`config.mk`:
```
export PLATFORM = sky130hd
export DESIGN_NAME = inst_encoder
export DESIGN_NICKNAME = d
export VERILOG_FILES = /design/src/rtl/inst_encoder.sv
export SDC_FILE = /design/constraint.sdc
export NUM_CORES = 1
export LEC_CHECK = 0
export CAP_MARGIN = 15
export CORE_ASPECT_RATIO = 0.5
export CORE_MARGIN = 1
export CORE_UTILIZATION = 44
export DETAILED_ROUTE_END_ITERATION = 6
export PLACE_DENSITY = 0.74
export SYNTH_ARGS = -nofsm -noshare
export SYNTH_HDL_FRONTEND = slang
export SYNTH_SLANG_ARGS = --single-unit
export TNS_END_PERCENT = 50
```
`constraint.sdc`:
```
create_clock -name clk -period 2.8 [get_ports clk]
set_input_delay 0.56 -clock clk [delete_from_list [all_inputs] [get_ports clk]]
set_output_delay 0.56 -clock clk [all_outputs]
set_load 0.05 [all_outputs]
```
`src/rtl/inst_encoder.sv`:
```
// ----------------------------------------------------------------------------
// inst_encoder
// Streaming RV32I instruction encoder and program loader. Decoded field
// bundles arrive over a valid/ready handshake, are validated and packed into
// 32-bit RV32I words, and are written one per cycle into instruction memory
// starting at a base word address latched when a session starts.
//
// Ports
//   clk, rst            rising-edge clock, asynchronous active-high reset
//   start / finish      open a session (IDLE/DONE) / close it (RUN)
//   base_addr           first write address, sampled on an honoured start
//   in_valid/in_ready   bundle handshake
//   in_class .. in_imm  decoded fields (class, registers, funct3, inst[30], imm)
//   mem_we/addr/wdata   instruction memory write port (one cycle after accept)
//   err/err_code        one-cycle reject pulse and reason
//   err_count           saturating reject count for the session
//   count               words written this session
//   done / full         session ended / DEPTH words written
// ----------------------------------------------------------------------------
module inst_encoder #(
    parameter int ADDR_W = 10,
    parameter int DEPTH  = 1024
) (
    input  logic              clk,
    input  logic              rst,
    input  logic              start,
    input  logic              finish,
    input  logic [ADDR_W-1:0] base_addr,
    input  logic              in_valid,
    output logic              in_ready,
    input  logic [3:0]        in_class,
    input  logic [4:0]        in_rd,
    input  logic [4:0]        in_rs1,
    input  logic [4:0]        in_rs2,
    input  logic [2:0]        in_funct3,
    input  logic              in_alt,
    input  logic [31:0]       in_imm,
    output logic              mem_we,
    output logic [ADDR_W-1:0] mem_addr,
    output logic [31:0]       mem_wdata,
    output logic              err,
    output logic [2:0]        err_code,
    output logic [7:0]        err_count,
    output logic [ADDR_W:0]   count,
    output logic              done,
    output logic              full
);

    localparam logic [6:0] OP_R      = 7'b0110011;
    localparam logic [6:0] OP_I      = 7'b0010011;
    localparam logic [6:0] OP_LOAD   = 7'b0000011;
    localparam logic [6:0] OP_STORE  = 7'b0100011;
    localparam logic [6:0] OP_BRANCH = 7'b1100011;
    localparam logic [6:0] OP_JAL    = 7'b1101111;
    localparam logic [6:0] OP_JALR   = 7'b1100111;
    localparam logic [6:0] OP_LUI    = 7'b0110111;
    localparam logic [6:0] OP_AUIPC  = 7'b0010111;
    localparam logic [6:0] OP_SYSTEM = 7'b1110011;

    localparam logic [ADDR_W:0] DEPTH_C = (ADDR_W+1)'(DEPTH);
    localparam logic [ADDR_W:0] LAST_C  = (ADDR_W+1)'(DEPTH - 1);

    typedef enum logic [1:0] {
        IDLE  = 2'd0,
        RUN   = 2'd1,
        DRAIN = 2'd2,
        DONE  = 2'd3
    } state_t;

    // Pack a validated bundle into its RV32I format.
    function automatic logic [31:0] encode(input logic [3:0] cls, input logic [4:0] rd,
                                           input logic [4:0] rs1, input logic [4:0] rs2,
                                           input logic [2:0] f3, input logic alt,
                                           input logic [31:0] imm);
        logic [31:0] w;
        w = 32'd0;
        case (cls)
            4'd0: w = {1'b0, alt, 5'b00000, rs2, rs1, f3, rd, OP_R};
            4'd1: begin
                // Shifts carry shamt in the rs2 slot; only SRAI may set inst[30].
                if ((f3 == 3'd1) || (f3 == 3'd5)) begin
                    w = {1'b0, alt & (f3 == 3'd5), 5'b00000, imm[4:0], rs1, f3, rd, OP_I};
                end else begin
                    w = {imm[11:0], rs1, f3, rd, OP_I};
                end
            end
            4'd2:    w = {imm[11:0], rs1, f3, rd, OP_LOAD};
            4'd3:    w = {imm[11:5], rs2, rs1, f3, imm[4:0], OP_STORE};
            4'd4:    w = {imm[12], imm[10:5], rs2, rs1, f3, imm[4:1], imm[11], OP_BRANCH};
            4'd5:    w = {imm[20], imm[10:1], imm[11], imm[19:12], rd, OP_JAL};
            4'd6:    w = {imm[11:0], rs1, 3'b000, rd, OP_JALR};
            4'd7:    w = {imm[31:12], rd, OP_LUI};
            4'd8:    w = {imm[31:12], rd, OP_AUIPC};
            4'd9:    w = {imm[11:0], rs1, f3, rd, OP_SYSTEM};
            default: w = 32'd0;
        endcase
        return w;
    endfunction

    // Reject reason for a bundle, 0 when it encodes cleanly.
    function automatic logic [2:0] check_bundle(input logic [3:0] cls, input logic [2:0] f3,
                                                input logic [31:0] imm);
        logic       fits12;
        logic       b_range;
        logic       j_range;
        logic [2:0] code;
        fits12  = (imm == {{20{imm[11]}}, imm[11:0]});
        // Sign-extension tests give -4096..4095 / -2^20..2^20-1; the odd top
        // value is outside the legal range and must report a range error.
        b_range = (imm == {{19{imm[12]}}, imm[12:0]}) && (imm != 32'd4095);
        j_range = (imm == {{11{imm[20]}}, imm[20:0]}) && (imm != 32'h000F_FFFF);
        code    = 3'd0;
        case (cls)
            4'd0: code = 3'd0;
            4'd1: begin
                if ((f3 == 3'd1) || (f3 == 3'd5)) begin
                    code = (imm[31:5] != 27'd0) ? 3'd2 : 3'd0;
                end else begin
                    code = fits12 ? 3'd0 : 3'd2;
                end
            end
            4'd2, 4'd3, 4'd6, 4'd9: code = fits12 ? 3'd0 : 3'd2;
            4'd4: begin
                if ((f3 == 3'd2) || (f3 == 3'd3)) begin
                    code = 3'd4;
                end else if (!b_range) begin
                    code = 3'd2;
                end else if (imm[0]) begin
                    code = 3'd3;
                end else begin
                    code = 3'd0;
                end
            end
            4'd5: begin
                if (!j_range) begin
                    code = 3'd2;
                end else if (imm[0]) begin
                    code = 3'd3;
                end else begin
                    code = 3'd0;
                end
            end
            4'd7, 4'd8: code = (imm[11:0] != 12'd0) ? 3'd2 : 3'd0;
            default:    code = 3'd1;
        endcase
        return code;
    endfunction

    state_t              state_r;
    state_t              state_s;
    logic [ADDR_W-1:0]   base_r;
    logic [ADDR_W:0]     count_r;
    logic                full_r;
    logic                mem_we_r;
    logic [ADDR_W-1:0]   mem_addr_r;
    logic [31:0]         mem_wdata_r;
    logic                err_r;
    logic [2:0]          err_code_r;
    logic [7:0]          err_count_r;

    logic [ADDR_W:0]     occupancy_s;
    logic                ready_s;
    logic                accept_s;
    logic [2:0]          code_s;
    logic                good_s;
    logic                bad_s;
    logic                start_take_s;
    logic                last_write_s;

    // Words committed or in flight; the pending write still counts toward DEPTH.
    assign occupancy_s  = count_r + {{ADDR_W{1'b0}}, mem_we_r};
    assign ready_s      = (state_r == RUN) && (occupancy_s < DEPTH_C);
    assign accept_s     = in_valid && ready_s;
    assign code_s       = check_bundle(in_class, in_funct3, in_imm);
    assign good_s       = accept_s && (code_s == 3'd0);
    assign bad_s        = accept_s && (code_s != 3'd0);
    assign start_take_s = start && ((state_r == IDLE) || (state_r == DONE));
    assign last_write_s = mem_we_r && (count_r == LAST_C);

    // Session sequencing: finish has priority over start and over the full stop.
    always_comb begin
        state_s = state_r;
        case (state_r)
            IDLE, DONE: begin
                if (start) begin
                    state_s = RUN;
                end else begin
                    state_s = state_r;
                end
            end
            RUN: begin
                if (finish) begin
                    state_s = good_s ? DRAIN : DONE;
                end else if (last_write_s) begin
                    state_s = DONE;
                end else begin
                    state_s = RUN;
                end
            end
            // DRAIN is only entered with a write pending, which retires now.
            DRAIN:   state_s = DONE;
            default: state_s = IDLE;
        endcase
    end

    // State register.
    always_ff @(posedge clk or posedge rst) begin
        if (rst) begin
            state_r <= IDLE;
        end else begin
            state_r <= state_s;
        end
    end

    // Write port: a clean accept becomes a one-cycle memory write.
    always_ff @(posedge clk or posedge rst) begin
        if (rst) begin
            mem_we_r    <= 1'b0;
            mem_addr_r  <= {ADDR_W{1'b0}};
            mem_wdata_r <= 32'd0;
        end else begin
            mem_we_r <= good_s;
            if (good_s) begin
                mem_addr_r  <= base_r + occupancy_s[ADDR_W-1:0];
                mem_wdata_r <= encode(in_class, in_rd, in_rs1, in_rs2, in_funct3, in_alt, in_imm);
            end else begin
                mem_addr_r  <= mem_addr_r;
                mem_wdata_r <= mem_wdata_r;
            end
        end
    end

    // Reject reporting: pulse in the write slot plus a saturating counter.
    always_ff @(posedge clk or posedge rst) begin
        if (rst) begin
            err_r       <= 1'b0;
            err_code_r  <= 3'd0;
            err_count_r <= 8'd0;
        end else begin
            err_r      <= bad_s;
            err_code_r <= bad_s ? code_s : 3'd0;
            if (start_take_s) begin
                err_count_r <= 8'd0;
            end else if (bad_s && (err_count_r != 8'hFF)) begin
                err_count_r <= err_count_r + 8'd1;
            end else begin
                err_count_r <= err_count_r;
            end
        end
    end

    // Session bookkeeping: base latch, retired-word count and full flag.
    always_ff @(posedge clk or posedge rst) begin
        if (rst) begin
            base_r  <= {ADDR_W{1'b0}};
            count_r <= {(ADDR_W+1){1'b0}};
            full_r  <= 1'b0;
        end else if (start_take_s) begin
            base_r  <= base_addr;
            count_r <= {(ADDR_W+1){1'b0}};
            full_r  <= 1'b0;
        end else begin
            base_r  <= base_r;
            count_r <= mem_we_r ? (count_r + {{ADDR_W{1'b0}}, 1'b1}) : count_r;
            full_r  <= full_r | last_write_s;
        end
    end

    assign in_ready  = ready_s;
    assign mem_we    = mem_we_r;
    assign mem_addr  = mem_addr_r;
    assign mem_wdata = mem_wdata_r;
    assign err       = err_r;
    assign err_code  = err_code_r;
    assign err_count = err_count_r;
    assign count     = count_r;
    assign done      = (state_r == DONE);
    assign full      = full_r;

endmodule

```
==> run summary <==
The flow ran to the end, but the final reports show violations. The final reports fail on negative setup slack. The length of the first detailed-routing pass in iterations is 6. The total design power is 0.00673 W. The final weighted congestion in routability-driven placement came out at around 0.97.

The post-DP HPWL is around 11000 µm. In the global route stage, overall resource usage came out at 0.312. The initial utilization of the core area, before any placement, comes to 0.463. The total length of routed wires is ~18000 µm.

The critical path class is in -> reg. Among all stages on the critical path, the largest delay is contributed by nor4_4. The minimum setup slack after placement is -911 ps. The aggregate global routing overflow came out at 0. The mean routed wirelength per cell is 19.0 µm.

0 antenna diodes ended up in the layout. The detail route stage leaves a number of antenna-violating nets equal to 0. The cell count of the worst reg-to-reg path is 11. The number of distinct library cells after synthesis came out at 61. The analysis attributes to cell leakage a power of 3.46 nW. For this run, the slowest stage of the critical path takes ~360 ps. The final worst clock skew is roughly 9.9 ps. The accumulated negative setup slack came out at -8960 ps. The later-pin clock latency in the skew report came out at roughly 340 ps. The worst hold path cell count came out at 2. The largest voltage drop on the vdd net is 0.000872 V. The clock slew at the register clock pins of the worst setup and hold paths came out at 70 ps.

Counting along the longest clock path gives a buffer depth of 2. The number of placed I/O pins came out at approximately 140. Walking the worst path, the cells encountered are buf_6, nor4_4, buf_4, buf_4, nand3_1, a211oi_2, o311ai_2, a21oi_1, o211ai_1, nor3_4, buf_6, buf_12, buf_12, mux2_4.

The average cell area after synthesis came out at 8.78 µm². The count of pins over their slew limit is 0. The number of antenna violations at the first check in global routing is 0. The synthesized design contains 0 enable-type register cells. Data on the critical path is required at its endpoint by ~3000 ps.

The synthesized net count came out at 642. In the final layout, the share of cells above drive strength 1 is 0.289. TritonCTS built the clock tree.

The endpoint type of the worst setup path is a register. The proportion of netlist area held by the largest area contributor is 0.403. The total of hold buffers inserted after clock tree synthesis came out at 0. The detailed router's first-iteration violation count is between 400 and 500. The post-detailed-route via-to-cell ratio is just under 6. Setup repair after global routing could not meet its margin everywhere.

The count of clock tree sinks is 78. Across the run, the number of max-cap violations was 0. The die outline width came out at approximately 150 µm. The most frequently used flop master after synthesis is dfrtp_1. The actual transition at the worst max-transition pin is about 640 ps. The synthesized netlist occupies a cell area of 4840 µm².

The worst pin sits at a relative slew slack of 0.570. The layout overhead on the synthesized area came out at 63.3%. The cell count after synthesis is between 500 and 600. The async set-or-reset flop fraction in the synthesized netlist came out at 1.00. The tightest hold path in the finished design has a slack of 490 ps. The number of vias in the routed layout is approximately 5400. The site row count is 26.

The wire length of the first global-routing pass is roughly 28000 µm. The core box area is roughly 10000 µm². Measured along the y axis, the die boundary spans 76.2 µm.

The cell chosen for the clock root is clkbuf_16. The maximum frequency from static timing analysis came out at about 320 MHz. The quantity of I/O buffers inserted on ports is ~140. The overall die area is about 11000 µm². The path class of the tightest hold or removal check is reg -> reg. The data arrival time of the critical path came out at 3330 ps. The setup slack of the critical path after layout is -314 ps. The critical-path maximum fanout is 4. The synthesized flop and latch total is 78. The power density normalized to cell area is 851 nW/µm².

The final critical delay including setup and external delays is 3110 ps. The number of global-route vias before repair came out at 5523. The source of the worst register-to-register timing path is mem_we. The worst hold path endpoint is base_r[6]. The worst flop-to-flop path endpoint is mem_addr[8]. Clock tree synthesis inserted a total of 9 buffers.

The part of the Yosys area used for sequential elements is 0.403. In this run the register-to-register setup slack is -70 ps. STA classifies the critical path startpoint as a primary input.

The final-report hold violation count came out at 0. In the final design database the tool counted around 880 nets. The H-tree was split into 3 levels. Dividing the final minimum period by the clock period gives 1.11. Sorting the synthesized cells by area gives the leading types as dfrtp_1 40%, a21oi_1 5.8%, ha_1 5.2%. The maximum number of pins on one net before global-route repair came out at 45.

The count of yosys warnings during synthesis came out at 0. The cell type with the largest total area after synthesis is dfrtp_1. For this run, design rule violations remaining after detail routing come to 0. The number of failing setup endpoints in the final timing report came out at slightly below 50. In this run the most critical hold path is launched from base_r[6].
[state kept, by name, indices dropped and copies added (netlist names)]
| register | flops |
|---|---|
| err | 1 |
| mem_addr | 10 |
| err_count | 8 |
| mem_we | 1 |
| count | 11 |
| state_r | 2 |
| full | 1 |
| mem_wdata | 31 |
| base_r | 10 |
| err_code | 3 |
[metal layers]
metal,wire length (µm),vias up,track usage,share of wire
met3,1100,70,0.0515,0.062
met1,7500,2585,0.416,0.42
met2,8400,277,0.510,0.47
met5,0,-,0,0
li1,-,2473,-,-
met4,685,0,0.115,0.039
[logic make-up after synthesis]
logic type,share of synthesized area
AOI/OAI and AO/OA,0.204
xor gates and xnor gates,0.0471
adders and majority gates,0.0559
buffers and inverters,0.0416
DFF,0.403
muxes,0.0274
and+or+nand+nor,0.220
[cells in the final DEF, fill, tap and decap left out, types with 16 or more instances in the layout]
| cell | n |
|---|---|
| xnor2_1 | 16 |
| nand2_1 | 61 |
| dfrtp_1 | 77 |
| buf_4 | 98 |
| a22oi_1 | 24 |
| nor2_1 | 60 |
| a21oi_2 | 17 |
| clkdlybuf4s50_1 | 105 |
| ha_1 | 18 |
| a21oi_1 | 39 |
[stage by stage]
step / utilization / cells / instance area [µm²]
finish: 0.757 / 929 / 7900
global route: 0.757 / 929 / 7900
CTS: 0.757 / 934 / 7900
detailed placement: 0.674 / 882 / 7030
global placement: 0.674 / 882 / 7030
floorplan: - / 551 / 4990
[worst max-delay path by stage]
stage,startpoint,to,cells after the start
detailed placement,in_imm[12],err_count[3],12
finish,in_imm[26],mem_addr[5],14
global placement,in_imm[12],err_count[7],12
global route,in_imm[26],mem_addr[5],14
CTS,in_imm[25],mem_addr[5],12
floorplan,in_imm[20],mem_addr[0],12
[what timing repair did]
item                       CTS  global route
hold endpoints to repair     0             0
cloned                       7             0
pin swaps                   19            21
resized for setup          105            56
buffers inserted            29             4
setup endpoints to repair   52            53
[Yosys cell counts (5+ instances only)]
| master | number |
|---|---|
| dfrtp_1 | 78 |
| nor2_1 | 65 |
| nand2_1 | 61 |
| a21oi_1 | 56 |
| a22oi_1 | 24 |
| clkbuf_1 | 21 |
| ha_1 | 20 |
| xnor2_1 | 16 |
| nand3_1 | 15 |
| nand4_1 | 15 |
| o21ai_0 | 15 |
| inv_1 | 14 |
| and3_1 | 13 |
| o21a_1 | 10 |
| xor2_1 | 10 |
| nor3_1 | 9 |
| or3_1 | 6 |
| a221oi_1 | 5 |
| and2_1 | 5 |
| buf_2 | 5 |
| mux2_1 | 5 |
| mux2_2 | 5 |
| nand2b_1 | 5 |
| o211ai_1 | 5 |
[area by class of cell]
class,count,area (µm²)
multi-input combinational,427,3060
fill,710,2540
timing repair buffer,253,2360
sequential,78,1950
clock buffer,12,267
tap,140,175
inverter,15,63.8
clock inverter,4,28.8
[worst max-delay path: cells and delay by family]
kind,cells,cell delay (ps)
multiplexers,1,290
AO/OA/AOI/OAI,4,940
AND/OR/NAND/NOR,3,760
buffers and inverters,6,770
[power by group]
part	total, W	switching (W)	internal [W]
Clock	0.00116	0.000483	0.000675
Combinational	0.00374	0.00232	0.00141
Sequential	0.00183	0.000296	0.00154
No activity file was read; power rests on OpenSTA's default activity.
